File: config.mk
export PLATFORM = sky130hd
export DESIGN_NAME = cavlc_block_seq
export DESIGN_NICKNAME = d
export VERILOG_FILES = /design/src/rtl/cavlc_block_seq.sv
export SDC_FILE = /design/constraint.sdc
export NUM_CORES = 1
export LEC_CHECK = 0
export ABC_AREA = 1
export CAP_MARGIN = 20
export CORE_MARGIN = 1.5
export CORE_UTILIZATION = 45
export CTS_CLUSTER_SIZE = 8
export DETAILED_ROUTE_END_ITERATION = 10
export DONT_BUFFER_PORTS = 1
export PLACE_DENSITY = 0.72
export SYNTH_ARGS = -nofsm -noshare
export SYNTH_HDL_FRONTEND = slang
export SYNTH_SLANG_ARGS = --single-unit
File: constraint.sdc
create_clock -name Clk -period 4.5 [get_ports Clk]
set_input_delay 1.35 -clock Clk [delete_from_list [all_inputs] [get_ports Clk]]
set_output_delay 1.35 -clock Clk [all_outputs]
set_load 0.005 [all_outputs]
File: src/rtl/cavlc_block_seq.sv
// cavlc_block_seq
//   Sequences CoeffToken -> Level -> Zero decode over NumBlocks consecutive
//   4x4 blocks per Enable request. Muxes barrel-shifter control from the
//   active decoder. A per-phase watchdog aborts a stalled WAIT_BS, LEVEL or
//   ZERO phase.
//
// Optional build macro: CAVLC_SKIP_EMPTY_EN
//   When defined, a block whose TotalCoeff is zero goes from COEFF_1 straight
//   to NEXT, skipping LEVEL and ZERO.
//
// Ports
//   Clk, Reset                  clock, synchronous active-high reset
//   Enable                      start request / continue qualifier in NEXT
//   NumBlocks                   blocks per sequence (0 treated as 1)
//   BarrelShifterReady          barrel shifter holds valid data
//   TotalCoeff                  from CoeffTokenDecode, valid in COEFF_1
//   NumShift_*/ShiftEn_*        per-decoder shift requests
//   LevelDecodeDone/ZeroDecodeDone  phase completion
//   ShiftEn, NumShift           combinational shift strobe/amount
//   *DecodeEnable, BarrelShiftEn    registered enables
//   BlockDone, SequenceDone, Timeout one-cycle pulses
//   BlockIndex                  0-based index of current block
//   Busy                        state is not IDLE
module cavlc_block_seq #(
  parameter int SHIFT_W = 5,
  parameter int COEFF_W = 5,
  parameter int NBLK_W  = 5,
  parameter int TIMEOUT = 255
) (
  input  logic               Clk,
  input  logic               Reset,
  input  logic               Enable,
  input  logic [NBLK_W-1:0]  NumBlocks,
  input  logic               BarrelShifterReady,
  input  logic [COEFF_W-1:0] TotalCoeff,
  input  logic [SHIFT_W-1:0] NumShift_CoeffTokenDecode,
  input  logic [SHIFT_W-1:0] NumShift_LevelDecode,
  input  logic               ShiftEn_LevelDecode,
  input  logic [SHIFT_W-1:0] NumShift_ZeroDecode,
  input  logic               ShiftEn_ZeroDecode,
  input  logic               LevelDecodeDone,
  input  logic               ZeroDecodeDone,
  output logic               ShiftEn,
  output logic [SHIFT_W-1:0] NumShift,
  output logic               CoeffTokenDecodeEnable,
  output logic               LevelDecodeEnable,
  output logic               ZeroDecodeEnable,
  output logic               BarrelShiftEn,
  output logic               BlockDone,
  output logic               SequenceDone,
  output logic               Timeout,
  output logic [NBLK_W-1:0]  BlockIndex,
  output logic               Busy
);

  typedef enum logic [2:0] {
    IDLE    = 3'd0,
    WAIT_BS = 3'd1,
    COEFF_0 = 3'd2,
    COEFF_1 = 3'd3,
    LEVEL   = 3'd4,
    ZERO    = 3'd5,
    NEXT    = 3'd6
  } state_t;

  // Counter only ever reaches TIMEOUT-1 before the phase is left.
  localparam int WD_W = (TIMEOUT > 1) ? $clog2(TIMEOUT) : 1;
  localparam logic [WD_W-1:0] WD_LIMIT = WD_W'(TIMEOUT - 1);

  state_t             state_q, state_d;
  logic [WD_W-1:0]    wd_q, wd_d;
  logic [NBLK_W-1:0]  cnt_q, cnt_d;
  logic [NBLK_W-1:0]  blk_q, blk_d;
  logic               ctde_q, lde_q, zde_q, bse_q;
  logic               bdone_q, sdone_q, tout_q;
  logic               wd_expire;
  logic               at_limit;
  logic               last_blk;

`ifndef CAVLC_SKIP_EMPTY_EN
  logic unused_total_coeff;
  assign unused_total_coeff = ^TotalCoeff;
`endif

  assign last_blk = (blk_q == cnt_q - 1'b1);
  assign at_limit = (wd_q == WD_LIMIT);

  always_comb begin
    state_d   = state_q;
    cnt_d     = cnt_q;
    blk_d     = blk_q;
    wd_expire = 1'b0;
    case (state_q)
      IDLE: begin
        if (Enable) begin
          cnt_d   = (NumBlocks == '0) ? NBLK_W'(1) : NumBlocks;
          blk_d   = '0;
          state_d = WAIT_BS;
        end
      end
      WAIT_BS: begin
        if (BarrelShifterReady) begin
          state_d = COEFF_0;
        end else if (at_limit) begin
          state_d   = IDLE;
          wd_expire = 1'b1;
        end
      end
      COEFF_0: state_d = COEFF_1;
      COEFF_1: begin
`ifdef CAVLC_SKIP_EMPTY_EN
        state_d = (TotalCoeff == '0) ? NEXT : LEVEL;
`else
        state_d = LEVEL;
`endif
      end
      LEVEL: begin
        if (LevelDecodeDone) begin
          state_d = ZERO;
        end else if (at_limit) begin
          state_d   = IDLE;
          wd_expire = 1'b1;
        end
      end
      ZERO: begin
        if (ZeroDecodeDone) begin
          state_d = NEXT;
        end else if (at_limit) begin
          state_d   = IDLE;
          wd_expire = 1'b1;
        end
      end
      NEXT: begin
        if (!last_blk && Enable) begin
          blk_d   = blk_q + 1'b1;
          state_d = COEFF_0;
        end else begin
          state_d = IDLE;
        end
      end
      default: state_d = IDLE;
    endcase
  end

  always_comb begin
    wd_d = '0;
    if (state_d == state_q &&
        (state_q == WAIT_BS || state_q == LEVEL || state_q == ZERO)) begin
      wd_d = wd_q + 1'b1;
    end
  end

  always_comb begin
    ShiftEn  = 1'b0;
    NumShift = '0;
    case (state_q)
      COEFF_1: begin
        ShiftEn  = 1'b1;
        NumShift = NumShift_CoeffTokenDecode;
      end
      LEVEL: begin
        ShiftEn  = ShiftEn_LevelDecode;
        NumShift = NumShift_LevelDecode;
      end
      ZERO: begin
        ShiftEn  = ShiftEn_ZeroDecode;
        NumShift = NumShift_ZeroDecode;
      end
      default: ;
    endcase
  end

  always_ff @(posedge Clk) begin
    if (Reset) begin
      state_q <= IDLE;
      wd_q    <= '0;
      cnt_q   <= '0;
      blk_q   <= '0;
      ctde_q  <= 1'b0;
      lde_q   <= 1'b0;
      zde_q   <= 1'b0;
      bse_q   <= 1'b0;
      bdone_q <= 1'b0;
      sdone_q <= 1'b0;
      tout_q  <= 1'b0;
    end else begin
      state_q <= state_d;
      wd_q    <= wd_d;
      cnt_q   <= cnt_d;
      blk_q   <= blk_d;
      ctde_q  <= (state_q == COEFF_0);
      lde_q   <= (state_q == LEVEL);
      zde_q   <= (state_q == ZERO);
      bse_q   <= !(state_q == IDLE && !Enable);
      bdone_q <= (state_d == NEXT) && (state_q != NEXT);
      sdone_q <= (state_q == NEXT) && last_blk;
      tout_q  <= wd_expire;
    end
  end

  assign CoeffTokenDecodeEnable = ctde_q;
  assign LevelDecodeEnable      = lde_q;
  assign ZeroDecodeEnable       = zde_q;
  assign BarrelShiftEn          = bse_q;
  assign BlockDone              = bdone_q;
  assign SequenceDone           = sdone_q;
  assign Timeout                = tout_q;
  assign BlockIndex             = blk_q;
  assign Busy                   = (state_q != IDLE);

endmodule

# Word level (Yosys, flattened, before mapping)

Index checks and enable logic that the tools add are counted.

Logic and storage cells: 63
Latch bits: 0
ROM bits: 0
Bits of input ports: 33
Register bits after elaboration: 28
Output and inout bits: 19
Memories: 0
Bits in writable memories: 0

Bitwise gates (word level): 1
Reduce and logical (&&, ||, !) cells: 17
Divide/modulo/power cells: 0
Add/sub/neg operators: 3
$lt $le $gt $ge: 0
Equal/unequal tests: 13
Multipliers: 0
Mux-type cells: 18
Shifts and indexed selects: 0

Operators with widths:

| cell                                                | number |
|---|---|
| one-hot mux 3 bit (7 select lines)                  | 1 |
| 2-to-1 mux 3 bit                                    | 5 |
| 2-to-1 mux 5 bit                                    | 3 |
| one-hot mux 5 bit (3 select lines)                  | 1 |
| equality test 3 bit, second input constant          | 4 |
| one-hot mux 5 bit (2 select lines)                  | 1 |
| adder 8 x 1 -> 8 bit, second input constant         | 1 |
| equality test 8 bit, second input constant          | 1 |
| equality test 3 x 2 -> 1 bit, second input constant | 2 |
| one-hot mux 1 bit (3 select lines)                  | 2 |
| adder 5 x 1 -> 5 bit, second input constant         | 1 |
| equality test 5 bit                                 | 1 |
| logical AND 1 bit                                   | 5 |
| logical NOT 5 bit                                   | 1 |
| subtractor 5 x 1 -> 5 bit, second input constant    | 1 |
| 2-to-1 mux 1 bit                                    | 4 |
| != test 2 bit, second input constant                | 2 |
| equality test 3 x 1 -> 1 bit, second input constant | 1 |
| equality test 3 bit                                 | 1 |
| logical NOT 1 bit                                   | 3 |
| logical NOT 3 bit                                   | 1 |
| != test 3 bit, second input constant                | 1 |
| AND reduction 3 bit                                 | 1 |
| nonzero test 3 bit                                  | 1 |
| 6 further kinds                                     | 7 |

# Depth between registers and ports, before layout

Gate-level depths: netlist (run 1).

Word-level depth: 10
Mapped depth: 14
Depth with buffers taken out: 14

# Least setup slack after synthesis (run 1)

OpenSTA, ideal clock, no wires.

Path kind: input to output
Start point: input ShiftEn_ZeroDecode
End point: output ShiftEn
Path slack: 1.464 ns
Data arrival time: 1.686 ns
Path buffers: 0
Required time: 3.150 ns
Stages: 1
Cell sequence: a221o_1

Word-level cells in the longest chain between the ends: 1

RTL lines:

| item                               | RTL line | text |
|---|---|---|
| from (decl)                        | 40       | `input logic ShiftEn_ZeroDecode,` |
| one-hot mux 1 bit (3 select lines) | 156      | `case (state_q)` |
| to (decl)                          | 43       | `output logic ShiftEn,` |

Every way passes these cells.

# Worst setup path in the final report (run 1)

Same ends and word-level chain as after synthesis.

==> results.py, run 1 <==
metrics = {
    "status": {
        "status": "complete, no violations",
    },
    "min_path": {
        "hp-class": "reg -> reg",
        "hp-start": "cnt_q[1]$_SDFFE_PP0P_",
    },
    "timing": {
        "setup-violations-final": 0,
        "timing.final.hold_violations": 0,
        "drv_slew": 0,
        "period_needed_ps": 3040,
        "clock_skew_ps": 7.74,
        "tightest_slew_ps": 482,
        "relSlewSlack": 0.679,
        "fmax_mhz": 329,
        "tns_ps": 0,
        "fin_crit_sh": 0.676,
        "hold_slack_ps": 500,
        "rsz0062_at_grt": "false",
    },
    "power_and_ir_drop": {
        "ir_worst_vdd_mv": 0.115,
        "power.density_mw_per_mm2": 309,
        "power_leakage_nw": 0.735,
    },
    "cts": {
        "ctsHoldBuffers": 0,
        "clkSinkCount": 28,
        "cts_tree": "built",
        "clk_pin_slew_worst_paths_ps": 160,
        "numCtsBuffers": 3,
        "clk_latency_ps": 330,
        "clockBufferDepth": 2,
        "postCtsSetupBuffers": 0,
        "cts_root_buf": "clkbuf_4",
        "htree_levels": 1,
        "cts_resized": 0,
    },
    "setup_path": {
        "path_cells": "a221o_1",
        "r2r-start": "state_q[0]$_SDFF_PP0_",
        "critPathBufInv": 0,
        "path_max_fanout": 1,
        "worstSetupStartpointType": "input port",
        "required_ps": 3150,
        "arrival_ps": 1690,
        "startpoint": "ShiftEn_ZeroDecode",
        "crit_slowest_cell": "a221o_1",
        "worst_path_largest_cell_delay_ps": 340,
        "end_kind": "output pin",
        "critical_path_class": "in -> out",
        "crit_family": "compound AO/OA/AOI/OAI gates",
    },
    "synthesis": {
        "synthArstFlopShare": 0,
        "synth_cell_types": 34,
        "yosysMostFrequentCell": "nand2_1",
        "synth_ff_type": "dfxtp_1",
        "synth_edf_count": 0,
        "syn_inst": 224,
        "synth_top_area_share": 0.346,
        "syn_area_sq_mm": 0.00162,
        "yosys_warnings": 0,
        "avgSynthCellArea_sq_um": 7.24,
        "yosys.area.top_type": "dfxtp_1",
        "ys_ff_latch": 28,
        "ys_seq_area_frac": 0.346,
        "syn-num-nets": 261,
        "ys_top_cells_by_area": "dfxtp_1, nand2_1, nand3_1",
        "synthTopCellsByCount": "nand2_1, dfxtp_1, inv_1",
    },
    "routing": {
        "drt_iter0_markers": 75,
        "viasPerCell": 5.06,
        "drc": 0,
        "vias": 1372,
        "wl_per_cell_um": 11.5,
        "drt-total-wl_um": 3110,
        "dr.pass1.iters": 4,
        "ant_nets": 0,
    },
    "grt": {
        "globalRouteOverflowTotal": 0,
        "grt.total_usage": 0.159,
        "grt_pass1_vias": 1198,
        "grt_pass1_wl_um": 5150,
        "grt_max_degree": 19,
        "antenna_found_initial": 0,
    },
    "flow_run": {
        "maxCapViolations": 0,
    },
    "cells_and_area": {
        "fillers": 335,
        "nets": 263,
        "drive_gt1_frac": 0.160,
        "diodes": 0,
        "syn_to_final_growth_pct": 5.56,
    },
    "placement": {
        "dp_hpwl_um": 2460,
        "gp_congestion": 0.817,
        "io_buffer_count": 0,
    },
    "floorplanning": {
        "io_pins": 52,
        "fp.dieArea_sq_mm": 0.00397,
        "die_y_um": 63.0,
        "start_util": 0.478,
        "rows": 21,
        "core_area_sq_mm": 0.00339,
        "dieWidth_um": 63.0,
    },
}
-- worst min-delay path, cell delays in order, from the launching register on --
cell	delay [ps]
dfxtp_1	330
inv_1	80
a21oi_1	70
-- logic make-up (layout without fill, tap and decap cells) --
family                     count (synthesis)  in the layout  synth area share
DFF                                       28             28             0.346
adders and majority gates                  4              4            0.0309
and+or+nand+nor                          130            130             0.411
buffers and inverters                     32             33            0.0826
xor gates and xnor gates                   8              8            0.0432
AOI/OAI and AO/OA                         22             22            0.0864
-- where the power goes --
part	total [mW]	switching [mW]	internal, mW
Sequential	0.272	0.0127	0.259
Combinational	0.0898	0.0582	0.0316
Clock	0.167	0.0769	0.0901
-- stage by stage --
step           cell area (sq um)  cells  utilization  power [mW]  setup WS, ps
5_1_grt                     1710    271        0.505       0.554          1410
3_5_place_dp                1660    267        0.489       0.368          1460
3_3_place_gp                1660    267        0.489       0.365          1460
6_report                    1710    271        0.505       0.528          1460
2_1_floorplan               1620    224            -       0.355          1460
4_1_cts                     1710    271        0.505       0.536          1460
-- cell usage in the layout (no fill, tap or decap) --
cell	synthesis	routed
nor3_1	4	4
nand3_2	1	1
nor3_4	1	1
a21oi_1	10	10
a211oi_1	1	1
inv_1	24	24
nand4_1	6	6
nor2_1	16	16
nand3_1	22	22
xor2_1	5	5
nand2_4	4	4
nor2_2	10	10
nor2_8	1	1
nand2_2	3	3
nor2_4	2	2
o211ai_1	1	1
xnor2_1	3	3
dfxtp_1	28	28
or2_2	1	1
nor4_1	1	1
nor3_2	1	1
inv_2	3	3
o21ai_1	2	2
nand3b_2	1	1
nand2_1	56	56
o31ai_4	1	1
a221o_1	1	1
ha_1	4	4
bufinv_16	0	1
clkbuf_4	0	3
inv_4	2	2
a21oi_2	1	1
o21ai_0	5	5
-- state kept, by name, indices dropped and copies added, names as in the netlist --
name                    count
state_q                     3
BarrelShiftEn               1
cnt_q                       5
SequenceDone                1
LevelDecodeEnable           1
Timeout                     1
BlockIndex                  5
wd_q                        8
CoeffTokenDecodeEnable      1
BlockDone                   1
ZeroDecodeEnable            1
-- path summary, 6_finish.rpt --
path,to,slack [ps],cells past startpoint
max,ShiftEn,1460,1
min,cnt_q[1]$_SDFFE_PP0P_,500,2
max reg2reg,wd_q[6]$_SDFF_PP0_,2740,8
min reg2reg,cnt_q[1]$_SDFFE_PP0P_,500,2
-- layer usage --
layer,GRT usage,up-vias,part of all wire
li1,-,722,-
met5,0,-,0
met1,0.196,594,0.45
met2,0.279,52,0.48
met3,0.0270,4,0.061
met4,0.0500,0,0.0064
-- area by class of cell --
type | count | area, sq um | share of cell area
multi-input combinational | 164 | 927 | 0.542
clock buffer | 3 | 22.5 | 0.0132
tap | 46 | 57.6 | 0.0336
sequential | 28 | 561 | 0.327
inverter | 29 | 114 | 0.0665
clock inverter | 1 | 30.0 | 0.0175
Note: power is estimated with default switching activity, not from simulation.
==> run 2, diff against run 1 <==
- PLACE_DENSITY: 0.72 -> 0.74
- clock period: 4.5 -> 2.55 ns (I/O delays scaled with it)
==> results.py, run 2 (synthesis gave the netlist of run 1 again) <==
metrics = {
    "setup_path": {
        "arrival_ps": 1640,
        "worst_path_largest_cell_delay_ps": 680,
        "end_kind": "output pin",
        "required_ps": 1790,
        "path_cells": "inv_4, nor3_2, a221o_1",
        "path_max_fanout": 9,
        "critical_path_class": "reg -> out",
        "worstSetupStartpointType": "flop",
        "crit_slowest_cell": "dfxtp_1",
    },
    "cts": {
        "ctsHoldBuffers": 0,
        "clk_pin_slew_worst_paths_ps": 160,
        "clk_latency_ps": 330,
        "cts_tree": "built",
        "clockBufferDepth": 2,
        "htree_levels": 1,
        "clkSinkCount": 28,
        "cts_root_buf": "clkbuf_4",
        "numCtsBuffers": 3,
        "postCtsSetupBuffers": 0,
        "cts_resized": 0,
    },
    "routing": {
        "drc": 0,
        "wl_per_cell_um": 11.4,
        "vias": 1366,
        "ant_nets": 0,
        "drt_iter0_markers": 58,
        "dr.pass1.iters": 4,
        "drt-total-wl_um": 3100,
        "viasPerCell": 5.04,
    },
    "placement": {
        "place_inst": 267,
        "dp_hpwl_um": 2450,
        "gp_congestion": 0.784,
        "io_buffer_count": 0,
        "place_area_sq_mm": 0.00166,
        "post-place-ws_ps": 537,
    },
    "power_and_ir_drop": {
        "power_leakage_nw": 0.735,
        "ir_worst_vdd_mv": 0.209,
        "power.density_mw_per_mm2": 543,
    },
    "cells_and_area": {
        "largest_reg_flops": 8,
        "syn_to_final_growth_pct": 5.56,
        "final-seq-area_sq_um": 561,
        "layout_common_cells": "nand2_1, dfxtp_1, inv_1",
        "multi_input_area_sq_um": 927,
        "drive_gt1_frac": 0.160,
        "layout_commonest_cell": "nand2_1",
        "fillers": 324,
        "diodes": 0,
        "fin_cells": 271,
        "fin_area_sq_mm": 0.00171,
        "regMostFlops": "wd_q",
        "nets": 263,
    },
    "timing": {
        "drv_slew": 0,
        "tightest_slew_ps": 514,
        "clock_skew_ps": 9.60,
        "tns_ps": 0,
        "setup-violations-final": 0,
        "fin_crit_sh": 0.944,
        "relSlewSlack": 0.657,
        "timing.final.hold_violations": 0,
        "period_needed_ps": 2410,
        "fmax_mhz": 415,
        "setup_slack_ps": 143,
        "rsz0062_at_grt": "false",
    },
    "floorplanning": {
        "io_pins": 52,
        "core_area_sq_mm": 0.00339,
        "dieWidth_um": 63.0,
        "fp.dieArea_sq_mm": 0.00397,
        "die_y_um": 63.0,
        "start_util": 0.478,
        "rows": 21,
    },
    "flow_run": {
        "maxCapViolations": 0,
    },
    "grt": {
        "grt.total_usage": 0.162,
        "grt_pass1_vias": 1305,
        "antenna_found_initial": 0,
        "grt_max_degree": 19,
        "grt_pass1_wl_um": 5310,
        "globalRouteOverflowTotal": 0,
    },
    "status": {
        "status": "complete, no violations",
    },
    "min_path": {
        "hp-class": "in -> reg",
    },
}
-- run 2: cell counts in the layout (fill, tap and decap cells not counted) --
No cell type changed its count.
-- run 2: report_power, final --
group	internal (mW)	switching, mW
registers	0.457	0.0226
logic	0.0560	0.102
clock network	0.159	0.134
-- run 2: cell type report --
cell class,instances,share of cell area
multi-input combinational,164,0.542
sequential,28,0.327
tap,46,0.0336
clock inverter,1,0.0175
inverter,29,0.0665
clock buffer,3,0.0132
-- run 2: through the flow --
step,utilization,hold slack (ps),power (mW)
CTS,0.505,463,0.942
finish,0.505,477,0.930
detailed placement,0.489,456,0.648
global route,0.505,447,0.976
global placement,0.489,457,0.644
floorplan,-,439,0.627
-- run 2: routing by layer --
| metal | routed length (um) | track usage | share of wire |
|---|---|---|---|
| met3 | 186 | 0.0306 | 0.060 |
| met2 | 1490 | 0.291 | 0.48 |
| met1 | 1390 | 0.194 | 0.45 |
| met5 | 0 | 0 | 0 |
| met4 | 26 | 0.0500 | 0.0084 |
-- run 2: final timing paths --
kind	from	endpoint	slack (ps)	cells after the start
worst min register to register	wd_q[0]$_SDFF_PP0_	wd_q[0]$_SDFF_PP0_	490	1
worst max-delay path	state_q[0]$_SDFF_PP0_	ShiftEn	140	3
worst min-delay path	Reset	BlockIndex[3]$_SDFFE_PP0P_	480	1
worst max register to register	state_q[0]$_SDFF_PP0_	wd_q[7]$_SDFF_PP0_	750	8
-- run 2: worst max-delay path, delay by kind of cell (launching register included) --
| kind | cells | cell delay (ps) |
|---|---|---|
| AOI/OAI and AO/OA | 1 | 210 |
| buffers and inverters | 1 | 90 |
| and+or+nand+nor | 1 | 340 |
| DFF | 1 | 680 |
==> run 3, diff against run 2 <==
- CAP_MARGIN: 20 -> 10
- GPL_TIMING_DRIVEN: unset -> 0
- TNS_END_PERCENT: unset -> 100
==> results.py, run 3 (synthesis gave the netlist of run 1 again) <==
metrics = {
    "setup_path": {
        "timing.rr.end": "BlockIndex[1]$_SDFFE_PP0P_",
        "critical_path_class": "reg -> out",
        "path_cells": "nand3_2, inv_1, a221o_1",
        "end_kind": "output pin",
        "path_max_fanout": 7,
        "crit_family": "flip-flops",
        "critPathBufInv": 1,
        "rr_worst_depth": 14,
        "startpoint": "state_q[2]$_SDFF_PP0_",
        "arrival_ps": 1460,
        "worstSetupStartpointType": "flop",
        "worst_path_largest_cell_delay_ps": 580,
        "endpoint": "ShiftEn",
        "r2r-start": "cnt_q[0]$_SDFFE_PP0P_",
        "crit_slowest_cell": "dfxtp_1",
        "reg2reg_slack_ps": 900,
        "required_ps": 1790,
        "cp_num_cells": 3,
    },
    "power_and_ir_drop": {
        "p_sw_mw": 0.262,
        "p_sw_frac": 0.279,
        "ir_worst_vdd_mv": 0.251,
        "pwr-share-seq": 0.504,
        "power.density_mw_per_mm2": 542,
        "clkPwrFrac": 0.310,
        "power_leakage_nw": 0.746,
        "p_int_mw": 0.676,
        "p_comb_frac": 0.187,
    },
    "flow_run": {
        "maxCapViolations": 0,
    },
    "grt": {
        "grt_pass1_vias": 1285,
        "antenna_found_initial": 0,
        "grt_pass1_wl_um": 5590,
        "grt_max_degree": 17,
        "globalRouteOverflowTotal": 0,
        "grt.total_usage": 0.169,
    },
    "cells_and_area": {
        "drive_gt1_frac": 0.167,
        "fin_cells": 274,
        "layout_common_cells": "nand2_1, dfxtp_1, inv_1",
        "syn_to_final_growth_pct": 6.79,
        "layout_commonest_cell": "nand2_1",
        "fin_util": 0.511,
        "largest_reg_flops": 8,
        "diodes": 0,
        "fillers": 337,
        "regMostFlops": "wd_q",
        "nets": 266,
    },
    "routing": {
        "dr.pass1.iters": 6,
        "drt_iter0_markers": 54,
        "ant_nets": 0,
        "vias": 1393,
        "wl_per_cell_um": 11.6,
        "drc": 0,
        "drt-total-wl_um": 3170,
        "viasPerCell": 5.08,
    },
    "cts": {
        "cts_tree": "built",
        "cts_resized": 0,
        "numCtsBuffers": 3,
        "postCtsSetupBuffers": 0,
        "clkSinkCount": 28,
        "cts_root_buf": "clkbuf_4",
        "ctsHoldBuffers": 0,
        "htree_levels": 1,
        "clockBufferDepth": 2,
        "clk_latency_ps": 330,
        "clk_pin_slew_worst_paths_ps": 160,
    },
    "timing": {
        "rsz0062_at_grt": "false",
        "tns_ps": 0,
        "hold_slack_ps": 488,
        "tightest_slew_ps": 444,
        "timing.final.hold_violations": 0,
        "drv_slew": 0,
        "setup-violations-final": 0,
        "setup_slack_ps": 321,
        "fmax_mhz": 449,
        "fin_crit_sh": 0.874,
        "period_needed_ps": 2230,
        "clock_skew_ps": 13.2,
        "relSlewSlack": 0.704,
    },
    "placement": {
        "io_buffer_count": 0,
        "place_inst": 270,
        "gp_congestion": 0.775,
        "dp_hpwl_um": 2530,
        "post-place-ws_ps": 663,
    },
    "min_path": {
        "hp-class": "in -> reg",
    },
    "floorplanning": {
        "rows": 21,
        "dieWidth_um": 63.0,
        "die_y_um": 63.0,
        "start_util": 0.478,
        "fp.dieArea_sq_mm": 0.00397,
        "core_area_sq_mm": 0.00339,
        "io_pins": 52,
    },
    "status": {
        "status": "complete, no violations",
    },
}
run 3: changes by cell type in the layout (fill, tap and decap cells not counted), sizes merged:
cell,before,now
buf,0,3
run 3: worst min-delay path by stage:
| stage | startpoint | to | slack (ps) | cells after the start |
|---|---|---|---|---|
| floorplan | wd_q[0]$_SDFF_PP0_ | wd_q[0]$_SDFF_PP0_ | 440 | 1 |
| global placement | wd_q[0]$_SDFF_PP0_ | wd_q[0]$_SDFF_PP0_ | 460 | 1 |
| detailed placement | wd_q[0]$_SDFF_PP0_ | wd_q[0]$_SDFF_PP0_ | 460 | 1 |
| CTS | Reset | cnt_q[0]$_SDFFE_PP0P_ | 480 | 1 |
| global route | Reset | cnt_q[0]$_SDFFE_PP0P_ | 470 | 1 |
| finish | Reset | cnt_q[0]$_SDFFE_PP0P_ | 490 | 1 |
run 3: routing by layer:
metal / track usage / part of all wire / vias to the layer above
li1: - / - / 727
met1: 0.217 / 0.44 / 617
met2: 0.303 / 0.50 / 45
met3: 0.0252 / 0.053 / 4
met4: 0.0278 / 0.0054 / 0
met5: 0 / 0 / -
run 3: area by class of cell:
class                           count  area, sq um  share of cell area
Multi-Input combinational cell    164          927               0.535
Clock inverter                      1         30.0              0.0173
Clock buffer                        3         22.5              0.0130
Sequential cell                    28          561               0.324
Buffer                              3         20.0              0.0116
Tap cell                           46         57.6              0.0332
Inverter                           29          114              0.0658
run 3: power groups by stage:
| stage | Combinational, mW | Clock [mW] | Sequential [mW] |
|---|---|---|---|
| 3_3_place_gp | 0.171 | 0 | 0.482 |
| 2_1_floorplan | 0.148 | 0 | 0.479 |
| 5_1_grt | 0.203 | 0.313 | 0.476 |
| 4_1_cts | 0.176 | 0.300 | 0.473 |
| 6_report | 0.175 | 0.291 | 0.473 |
| 3_5_place_dp | 0.176 | 0 | 0.483 |
run 3: stage by stage:
stage | cell area (sq um) | power [mW]
final | 1730 | 0.939
after detailed placement | 1680 | 0.658
after global placement | 1680 | 0.653
after global routing | 1730 | 0.992
after floorplan | 1620 | 0.627
after CTS | 1730 | 0.949
